**config.mk**
```make
export PLATFORM = sky130hd
export DESIGN_NAME = dial_cmd_scheduler
export DESIGN_NICKNAME = d
export VERILOG_FILES = /design/src/rtl/dial_pkg.sv /design/src/rtl/sync_fifo.sv /design/src/rtl/dial_cmd_scheduler.sv
export SDC_FILE = /design/constraint.sdc
export NUM_CORES = 1
export LEC_CHECK = 0
export ABC_AREA = 1
export CAP_MARGIN = 20
export CORE_MARGIN = 3
export CORE_UTILIZATION = 29
export DETAILED_ROUTE_END_ITERATION = 7
export PLACE_DENSITY = 0.56
export SETUP_SLACK_MARGIN = 0.2
export SLEW_MARGIN = 10
export SYNTH_ARGS = -nofsm -noshare
export SYNTH_HDL_FRONTEND = slang
export SYNTH_SLANG_ARGS = --single-unit
```
**constraint.sdc**
```tcl
create_clock -name clk_slow -period 4.4 [get_ports clk_slow]
set_clock_uncertainty 0.1 [all_clocks]
set_input_delay 0.88 -clock clk_slow [delete_from_list [all_inputs] [get_ports clk_slow]]
set_output_delay 0.88 -clock clk_slow [all_outputs]
set_load 0.005 [all_outputs]
```
**src/rtl/dial_pkg.sv**
```systemverilog
// rtl/dial_pkg.sv - shared FSM state type and datapath control constants for the dial scheduler
package dial_pkg;

   typedef enum logic [2:0] {
      ST_IDLE  = 3'd0,
      ST_ISSUE = 3'd1,
      ST_WAIT  = 3'd2,
      ST_READ  = 3'd3,
      ST_RESP  = 3'd4
   } sched_state_t;

   // datapath output select values driven on control[2:0]
   localparam logic [2:0] SEL_RAW    = 3'd0;
   localparam logic [2:0] SEL_ANSWER = 3'd3;

   // control bit carrying the part-B mode flag
   localparam int PART_B_BIT = 3;

endpackage

```
**src/rtl/sync_fifo.sv**
```systemverilog
// rtl/sync_fifo.sv - synchronous FIFO, full/empty from an extra pointer wrap bit
module sync_fifo #(
   parameter int WIDTH = 32,
   parameter int DEPTH = 8
) (
   input  logic             clk_slow,
   input  logic             rst,
   input  logic [WIDTH-1:0] wr_data_i,
   input  logic             wr_en_i,
   input  logic             rd_en_i,
   output logic [WIDTH-1:0] rd_data_o,
   output logic             full_o,
   output logic             empty_o
);

   localparam int AW = $clog2(DEPTH);
   localparam int PW = AW + 1;

   logic [WIDTH-1:0] mem_q [DEPTH];
   logic [PW-1:0]    wr_ptr_q, wr_ptr_d;
   logic [PW-1:0]    rd_ptr_q, rd_ptr_d;
   logic             do_wr, do_rd;

   assign do_wr = wr_en_i && !full_o;
   assign do_rd = rd_en_i && !empty_o;

   // advance each pointer on an accepted write or read
   always_comb begin
      wr_ptr_d = wr_ptr_q;
      rd_ptr_d = rd_ptr_q;
      if (do_wr) wr_ptr_d = wr_ptr_q + PW'(1);
      if (do_rd) rd_ptr_d = rd_ptr_q + PW'(1);
   end

   // pointer registers, cleared by reset so the queue flushes
   always_ff @(posedge clk_slow) begin
      if (rst) begin
         wr_ptr_q <= '0;
         rd_ptr_q <= '0;
      end else begin
         wr_ptr_q <= wr_ptr_d;
         rd_ptr_q <= rd_ptr_d;
      end
   end

   // storage array; contents are don't-care while empty so no reset
   always_ff @(posedge clk_slow) begin
      if (do_wr) mem_q[wr_ptr_q[AW-1:0]] <= wr_data_i;
   end

   assign rd_data_o = mem_q[rd_ptr_q[AW-1:0]];
   assign empty_o   = (wr_ptr_q == rd_ptr_q);
   assign full_o    = (wr_ptr_q[AW] != rd_ptr_q[AW]) && (wr_ptr_q[AW-1:0] == rd_ptr_q[AW-1:0]);

endmodule

```
**src/rtl/dial_cmd_scheduler.sv**
```systemverilog
// rtl/dial_cmd_scheduler.sv - issues queued rotation deltas to the dial datapath; WAIT watchdog under DIAL_SCHED_TIMEOUT_EN
module dial_cmd_scheduler
   import dial_pkg::*;
#(
   parameter int WIDTH_DIN   = 128,
   parameter int WIDTH_CMD   = 32,
   parameter int DEPTH       = 8,
   parameter int LOAD_CYCLES = 2,
   parameter int TIMEOUT     = 1024
) (
   input  logic                 clk_slow,
   input  logic                 rst,
   input  logic [WIDTH_CMD-1:0] cmd_data,
   input  logic                 cmd_valid,
   output logic                 cmd_ready,
   input  logic                 rd_req,
   input  logic                 part_b,
   output logic [WIDTH_DIN-1:0] dp_din,
   output logic                 dp_din_valid,
   input  logic                 dp_done,
   output logic [5:0]           dp_control,
   output logic                 resp_valid,
   output logic                 busy,
   output logic [31:0]          cmd_count,
   output logic                 err_timeout
);

   localparam int LC_W = (LOAD_CYCLES > 1) ? $clog2(LOAD_CYCLES) : 1;
   localparam logic [LC_W-1:0] LOAD_LAST = LC_W'(LOAD_CYCLES - 1);

   sched_state_t         state_q;
   logic [LC_W-1:0]      load_cnt_q;
   logic                 rd_pend_q;
   logic [WIDTH_DIN-1:0] dp_din_q;
   logic                 dp_din_valid_q;
   logic                 resp_valid_q;
   logic [2:0]           sel_q;
   logic [31:0]          cmd_count_q;
   logic                 fifo_full, fifo_empty, fifo_push, fifo_pop;
   logic [WIDTH_CMD-1:0] fifo_head;
   logic                 wait_expired;

   assign cmd_ready = !fifo_full && !rst;
   assign fifo_push = cmd_valid && cmd_ready;
   // the head leaves the queue on the final load cycle of its burst
   assign fifo_pop  = (state_q == ST_ISSUE) && (load_cnt_q == LOAD_LAST);

   sync_fifo #(
      .WIDTH (WIDTH_CMD),
      .DEPTH (DEPTH)
   ) u_cmd_fifo (
      .clk_slow  (clk_slow),
      .rst       (rst),
      .wr_data_i (cmd_data),
      .wr_en_i   (fifo_push),
      .rd_en_i   (fifo_pop),
      .rd_data_o (fifo_head),
      .full_o    (fifo_full),
      .empty_o   (fifo_empty)
   );

`ifdef DIAL_SCHED_TIMEOUT_EN
   localparam int TW = $clog2(TIMEOUT + 1);
   logic [TW-1:0] wait_cnt_q;
   logic          err_q;

   // count WAIT cycles and latch the sticky flag when the datapath never answers
   always_ff @(posedge clk_slow) begin
      if (rst) begin
         wait_cnt_q <= '0;
         err_q      <= 1'b0;
      end else begin
         if (state_q != ST_WAIT) wait_cnt_q <= '0;
         else                    wait_cnt_q <= wait_cnt_q + TW'(1);
         if (wait_expired)       err_q      <= 1'b1;
      end
   end

   assign wait_expired = (state_q == ST_WAIT) && !dp_done && (wait_cnt_q == TW'(TIMEOUT - 1));
   assign err_timeout  = err_q;
`else
   localparam int unused_timeout = TIMEOUT;
   assign wait_expired = 1'b0;
   assign err_timeout  = 1'b0;
`endif

   // command/read sequencer; every datapath-facing output is registered here
   always_ff @(posedge clk_slow) begin
      if (rst) begin
         state_q        <= ST_IDLE;
         load_cnt_q     <= '0;
         rd_pend_q      <= 1'b0;
         dp_din_q       <= '0;
         dp_din_valid_q <= 1'b0;
         resp_valid_q   <= 1'b0;
         sel_q          <= SEL_RAW;
         cmd_count_q    <= '0;
      end else begin
         resp_valid_q <= 1'b0;
         if (rd_req) rd_pend_q <= 1'b1;
         case (state_q)
            ST_IDLE: begin
               // a pending read waits until every queued command has been issued
               if (rd_pend_q && fifo_empty) begin
                  state_q <= ST_READ;
                  sel_q   <= SEL_ANSWER;
               end else if (!fifo_empty) begin
                  state_q        <= ST_ISSUE;
                  load_cnt_q     <= '0;
                  dp_din_valid_q <= 1'b1;
                  dp_din_q       <= {{(WIDTH_DIN - WIDTH_CMD){fifo_head[WIDTH_CMD-1]}}, fifo_head};
               end
            end
            ST_ISSUE: begin
               if (load_cnt_q == LOAD_LAST) begin
                  state_q        <= ST_WAIT;
                  dp_din_valid_q <= 1'b0;
                  dp_din_q       <= '0;
                  cmd_count_q    <= cmd_count_q + 32'd1;
               end else begin
                  load_cnt_q <= load_cnt_q + LC_W'(1);
               end
            end
            ST_WAIT: begin
               if (dp_done || wait_expired) state_q <= ST_IDLE;
            end
            ST_READ: begin
               // clearing here also swallows a repeat request made during READ
               state_q      <= ST_RESP;
               resp_valid_q <= 1'b1;
               rd_pend_q    <= 1'b0;
            end
            ST_RESP: begin
               state_q <= ST_IDLE;
               sel_q   <= SEL_RAW;
            end
            default: state_q <= ST_IDLE;
         endcase
      end
   end

   // assemble the control word: select lines plus the mode bit passed straight through
   always_comb begin
      dp_control             = '0;
      dp_control[2:0]        = sel_q;
      dp_control[PART_B_BIT] = part_b;
   end

   assign dp_din       = dp_din_q;
   assign dp_din_valid = dp_din_valid_q;
   assign resp_valid   = resp_valid_q;
   assign cmd_count    = cmd_count_q;
   assign busy         = (state_q != ST_IDLE) || !fifo_empty;

endmodule

```
# --- Word level (Yosys, flattened, before mapping) ---
# Memories as Yosys holds them, arrays and structs flattened. A register that Yosys moved wholly into a read port is not among the register bits.
# Index checks and enable logic that the tools add are counted.
# W data, S select, Z words.
totals:
  regBits: 178
  ram_bits: 256
  in_bits: 38
  out_inout_bits: 171
  word_cells: 73
  mem_count: 1
mem_list:
  columns: ["memory", "depth", "word_bits", "read_ports", "rd_ports_with_merged_regs", "wr", "line_no", "source"]
  rows:
  - ["u_cmd_fifo.mem_q", 8, 32, 1, 1, 1, "sync_fifo.sv:19", "logic [WIDTH-1:0] mem_q [DEPTH];"]
classes:
  n_addsub: 4
  eq_ne: 13
  muxes: 24
  reduce_logical: 21
op_table:
  columns: ["cell", "n"]
  rows:
  - ["$mux W128", 3]
  - ["$pmux W128 S2", 1]
  - ["$add A32 B1 Y32 const B", 1]
  - ["$mux W3", 7]
  - ["$pmux W3 S4", 1]
  - ["$ne A2 B2 Y1 const B", 5]
  - ["$mux W1", 9]
  - ["$add A4 B1 Y4 const B", 2]
  - ["$logic_and A1 B1 Y1", 7]
  - ["$eq A3 B2 Y1 const B", 2]
  - ["$pmux W3 S2", 1]
  - ["$reduce_and A3 Y1", 2]
  - ["$eq A4 B4 Y1", 1]
  - ["$pmux W1 S2", 2]
  - ["$reduce_and A2 Y1", 2]
  - ["$reduce_and A4 Y1", 1]
  - ["$reduce_bool A2 Y1", 2]
  - ["$eq A3 B1 Y1 const B", 1]
  - ["$eq A3 B3 Y1", 1]
  - ["$eq A3 B3 Y1 const B", 1]
  - ["$logic_not A1 Y1", 3]
  - ["$logic_not A3 Y1", 1]
  - ["$ne A3 B3 Y1 const B", 1]
  - ["$reduce_bool A3 Y1", 1]
  - ["4 further kinds", 4]

# --- Logic depth before layout (Yosys ltp) ---
logic_depth:
  word_depth: 8
  depth_mapped: 12
  mapped_depth_nobuf: 11

# --- Cells and area by module ---
# From an unflattened synthesis, not the netlist that was laid out.
unflattened:
  cells_unflattened: 1480
  hier_area_um2: 14767.9
by_module_without_submodules:
  columns: ["module", "instances", "cells_each", "area_per_inst_um2", "seq_area_each_um2"]
  rows:
  - ["sync_fifo", 1, 889, 10630.2, 7907.6]
  - ["dial_cmd_scheduler", 1, 591, 4137.7, 1441.4]

# --- Worst setup path before layout ---
# OpenSTA, ideal clock, no wires.
synth_path:
  path_kind: "input -> register"
  start: "in rst"
  end: "mem u_cmd_fifo.mem_q[6][0], enable pin"
  setup_time_ns: 0.461
  arrival_ns: 3.823
  required_ns: 3.839
  path_slack_ns: 0.016
  path_stages: 6
  n_path_buf: 1
  cell_sequence: "clkbuf_1 inv_2 nand3_1 inv_1 nand2_1 nor3_1"
synth_between:
  elab_chain_len: 6
synth_rtl:
  columns: ["item", "line_no", "source"]
  rows:
  - ["from (decl)", "dial_cmd_scheduler.sv:12", "input logic rst,"]
  - ["$logic_not A1 Y1", "dial_cmd_scheduler.sv:43", "assign cmd_ready = !fifo_full && !rst;"]
  - ["$logic_and A1 B1 Y1", "dial_cmd_scheduler.sv:43", null]
  - ["$logic_and A1 B1 Y1", "dial_cmd_scheduler.sv:44", "assign fifo_push = cmd_valid && cmd_ready;"]
  - ["$logic_and A1 B1 Y1", "sync_fifo.sv:24", "assign do_wr = wr_en_i && !full_o;"]
  - ["$mux W1", "sync_fifo.sv:48", "if (do_wr) mem_q[wr_ptr_q[AW-1:0]] <= wr_data_i;"]
  - ["$mux W1 (implied by the code)", "sync_fifo.sv:48", null]
  - ["to (decl)", "sync_fifo.sv:19", null]
# No other way between the ends.

==> impl_metrics.yaml <==
final_layout:
  fin_area_um2: 18100
  drive_above_1_share: 0.0764
  regArea_um2: 9360
  instances_no_fill: 2250
  fillers: 4844
  nets: 1595
  multi_input_area_um2: 4010
  syn2layout_area_growth_pct: 22.7
  final_util: 0.364
global_route:
  antenna_found_initial: 3
  grt_max_degree: 98
  grt_pass1_vias: 9508
  overflow: 0
  grt_pass1_wl_mm: 55.1
  grtUsageTotal: 0.130
hold_path:
  min_path_type: "reg -> reg"
  hold_path_startpoint: "load_cnt_q$_SDFFE_PP0P_"
  holdPathEnd: "load_cnt_q$_SDFFE_PP0P_"
  min_path_cells: 2
floorplan:
  die-area_um2: 53500
  die_y_um: 231
  start_util: 0.297
  num_rows: 81
  die_width_um: 231
  num_io_pins: 209
  core_area_um2: 49600
synth:
  synth-seq-cells: 339
  avgSynthCellArea_um2: 10.1
  synth_cell_type_count: 40
  syn_area_um2: 14700
  synth-main-ff-cell: "edfxtp_1"
  synth_warnings: 0
  async_flop_share: 0
  syn_inst: 1455
  synth_edf_count: 256
  yosysSeqAreaShare: 0.636
setup_path:
  r2r_cells: 10
  critPathBufInv: 2
  arrival_ns: 2.34
  path_cells: "buf_4 > clkdlybuf4s50_1"
  path_class: "reg -> out"
  critPathMaxFanout: 71
  worst_setup_path_start_kind: "flop"
  cp.required_ns: 3.42
  r2r_slack_ns: 1.55
  cpPeakStageDelay_ns: 0.62
  rr_startpoint: "u_cmd_fifo.wr_ptr_q[1]$_SDFFE_PP0P_"
  cp_top_family: "buffers and inverters"
  worst_path_max_delay_cell: "clkdlybuf4s50_1"
  r2r-end: "u_cmd_fifo.mem_q[4][27]$_DFFE_PP_"
  cp-end-kind: "output pin"
timing:
  rsz0062_at_grt: "no"
  hold_violations: 0
  tns_ns: 0
  setup_viol: 0
  max_freq_ghz: 0.301
  max_slew_margin: 0.328
  fin_crit_sh: 0.754
  finalCriticalPeriod_ns: 3.32
  worst_slew_pin_slew_ns: 1.01
  drv_slew: 0
  fin_hold_ws_ns: 0.359
clock_tree:
  clkTransAtPathRegs_ns: 0.06
  clk_latency_ns: 0.53
  post-cts-setup-buffers: 0
  cts_made_buffers: 38
  htree_num_levels: 2
  clock_sinks: 339
  clockBufferDepth: 3
  root_buffer: "clkbuf_16"
  tritoncts: "yes"
  post_cts_resized: 0
  holdBufCountCts: 0
routing:
  drc_errors: 0
  drt_iter0_markers: 797
  wire_per_inst_um: 16.1
  wl_mm: 36.2
  ant_nets: 0
  avgViaCountPerCell: 4.55
  dr_total_vias: 10244
  dr.pass1.iters: 5
power_and_ir_drop:
  peakVddDrop_uv: 258
  power_density_nw_per_um2: 518
  leakage_nw: 6.33
placement:
  placed_area_um2: 16800
  dp.final_hpwl_mm: 22.6
  finalWeightedCongestion: 0.860
  dp.cells: 2178
  io_buffers: 202
job:
  drv.max_cap_violation_count: 0
run_status:
  status: "completed"
==> stage by stage <==
| stage | worst slack, ns | power (mW) |
|---|---|---|
| global route | 0.875 | 9.85 |
| detailed placement | 1.00 | 6.25 |
| floorplan | 0.887 | 5.50 |
| CTS | 0.979 | 9.49 |
| finish | 1.08 | 9.35 |
| global placement | 1.03 | 6.22 |
==> synthesized netlist by cell type, types with 2 or more instances <==
| cell type | instances | area share |
|---|---|---|
| nor2_1 | 274 | 0.070 |
| a21oi_1 | 60 | 0.020 |
| nand2_1 | 211 | 0.054 |
| buf_6 | 6 | 0.0046 |
| clkbuf_1 | 37 | 0.0094 |
| and3_1 | 2 | 0.00085 |
| buf_1 | 8 | 0.0020 |
| edfxtp_1 | 256 | 0.52 |
| ha_1 | 3 | 0.0026 |
| inv_2 | 5 | 0.0013 |
| nand3b_1 | 2 | 0.0010 |
| o21a_1 | 2 | 0.0010 |
| inv_1 | 83 | 0.021 |
| o22ai_1 | 14 | 0.0060 |
| o21ai_1 | 10 | 0.0034 |
| dfxtp_1 | 83 | 0.11 |
| o21ai_0 | 146 | 0.050 |
| nand2_2 | 6 | 0.0026 |
| nand3_2 | 2 | 0.0014 |
| nand3_4 | 2 | 0.0024 |
| o211ai_1 | 19 | 0.0097 |
| buf_4 | 104 | 0.053 |
| xor2_1 | 6 | 0.0036 |
| buf_2 | 16 | 0.0054 |
| nand3_1 | 61 | 0.021 |
| nand4_1 | 8 | 0.0034 |
| and2_1 | 2 | 0.00085 |
| nor3_1 | 10 | 0.0034 |
| nor4_1 | 2 | 0.00085 |
| nor2_4 | 5 | 0.0038 |
==> metal layers <==
| metal | wire length (um) | global-route usage | share of wire |
|---|---|---|---|
| met5 | 27 | 0 | 0.00075 |
| met4 | 674 | 0.0320 | 0.019 |
| met3 | 2510 | 0.0257 | 0.069 |
| met2 | 16500 | 0.215 | 0.46 |
| met1 | 16400 | 0.176 | 0.45 |
==> where the power goes <==
| group | switching [mW] | internal, mW |
|---|---|---|
| logic | 1.16 | 1.21 |
| registers | 0.139 | 3.63 |
| clock network | 1.30 | 1.91 |
| total | 2.60 | 6.75 |
==> logic make-up after synthesis <==
group | count (synthesis) | share of synthesized area
buffers and inverters | 259 | 0.0971
adder cells (fa/ha/maj) | 3 | 0.00255
flip-flops | 339 | 0.636
XOR/XNOR | 6 | 0.00357
other | 1 | 0.000255
AND/OR/NAND/NOR | 593 | 0.169
AO/OA/AOI/OAI | 254 | 0.0916
==> state kept, by name (all words and copies together) (netlist names), named ones only <==
register	count
cmd_count	32
dp_din_valid	1
sel_q	1
rd_pend_q	1
u_cmd_fifo.wr_ptr_q	4
u_cmd_fifo.mem_q	256
load_cnt_q	1
state_q	3
resp_valid	1
u_cmd_fifo.rd_ptr_q	4
dp_din	32
==> how the worst max path moves through the flow <==
stage | from | endpoint | slack, ns | cells past startpoint
6_report | dp_din[126]$_SDFFE_PP0P_ | dp_din[87] | 1.08 | 2
5_1_grt | dp_din[126]$_SDFFE_PP0P_ | dp_din[89] | 0.87 | 2
4_1_cts | dp_din[126]$_SDFFE_PP0P_ | dp_din[89] | 0.98 | 2
3_5_place_dp | rst | u_cmd_fifo.mem_q[4][25]$_DFFE_PP_ | 1.00 | 7
3_3_place_gp | rst | u_cmd_fifo.mem_q[4][25]$_DFFE_PP_ | 1.03 | 7
2_1_floorplan | rst | u_cmd_fifo.mem_q[0][0]$_DFFE_PP_ | 0.89 | 6
==> tightest hold or removal path, delay by kind of cell, from the launching register on <==
family | cells | cell delay, ns
AO/OA/AOI/OAI | 1 | 0.05
flip-flops | 1 | 0.31
AND/OR/NAND/NOR | 1 | 0.06
==> layout by cell type (no fill, tap or decap), drive strengths merged, types with 3 or more instances in the layout <==
master / n
nor2: 281
edfxtp: 256
nand2: 218
clkdlybuf4s50: 202
o21ai: 156
inv: 88
dfxtp: 83
nand3: 65
a21oi: 60
clkbuf: 45
buf: 25
o211ai: 19
clkinv: 19
o22ai: 14
nor3: 11
nand4: 8
xor2: 6
conb: 4
bufinv: 4
ha: 3
==> cell type report <==
class / instances / share of cell area
sequential: 339 / 0.518
clock buffer: 45 / 0.0570
antenna: 2 / 0.000277
multi-input combinational: 860 / 0.222
timing repair buffer: 227 / 0.124
inverter: 88 / 0.0183
clock inverter: 25 / 0.0139
tap: 664 / 0.0460
Note: power is estimated with default switching activity, not from simulation.
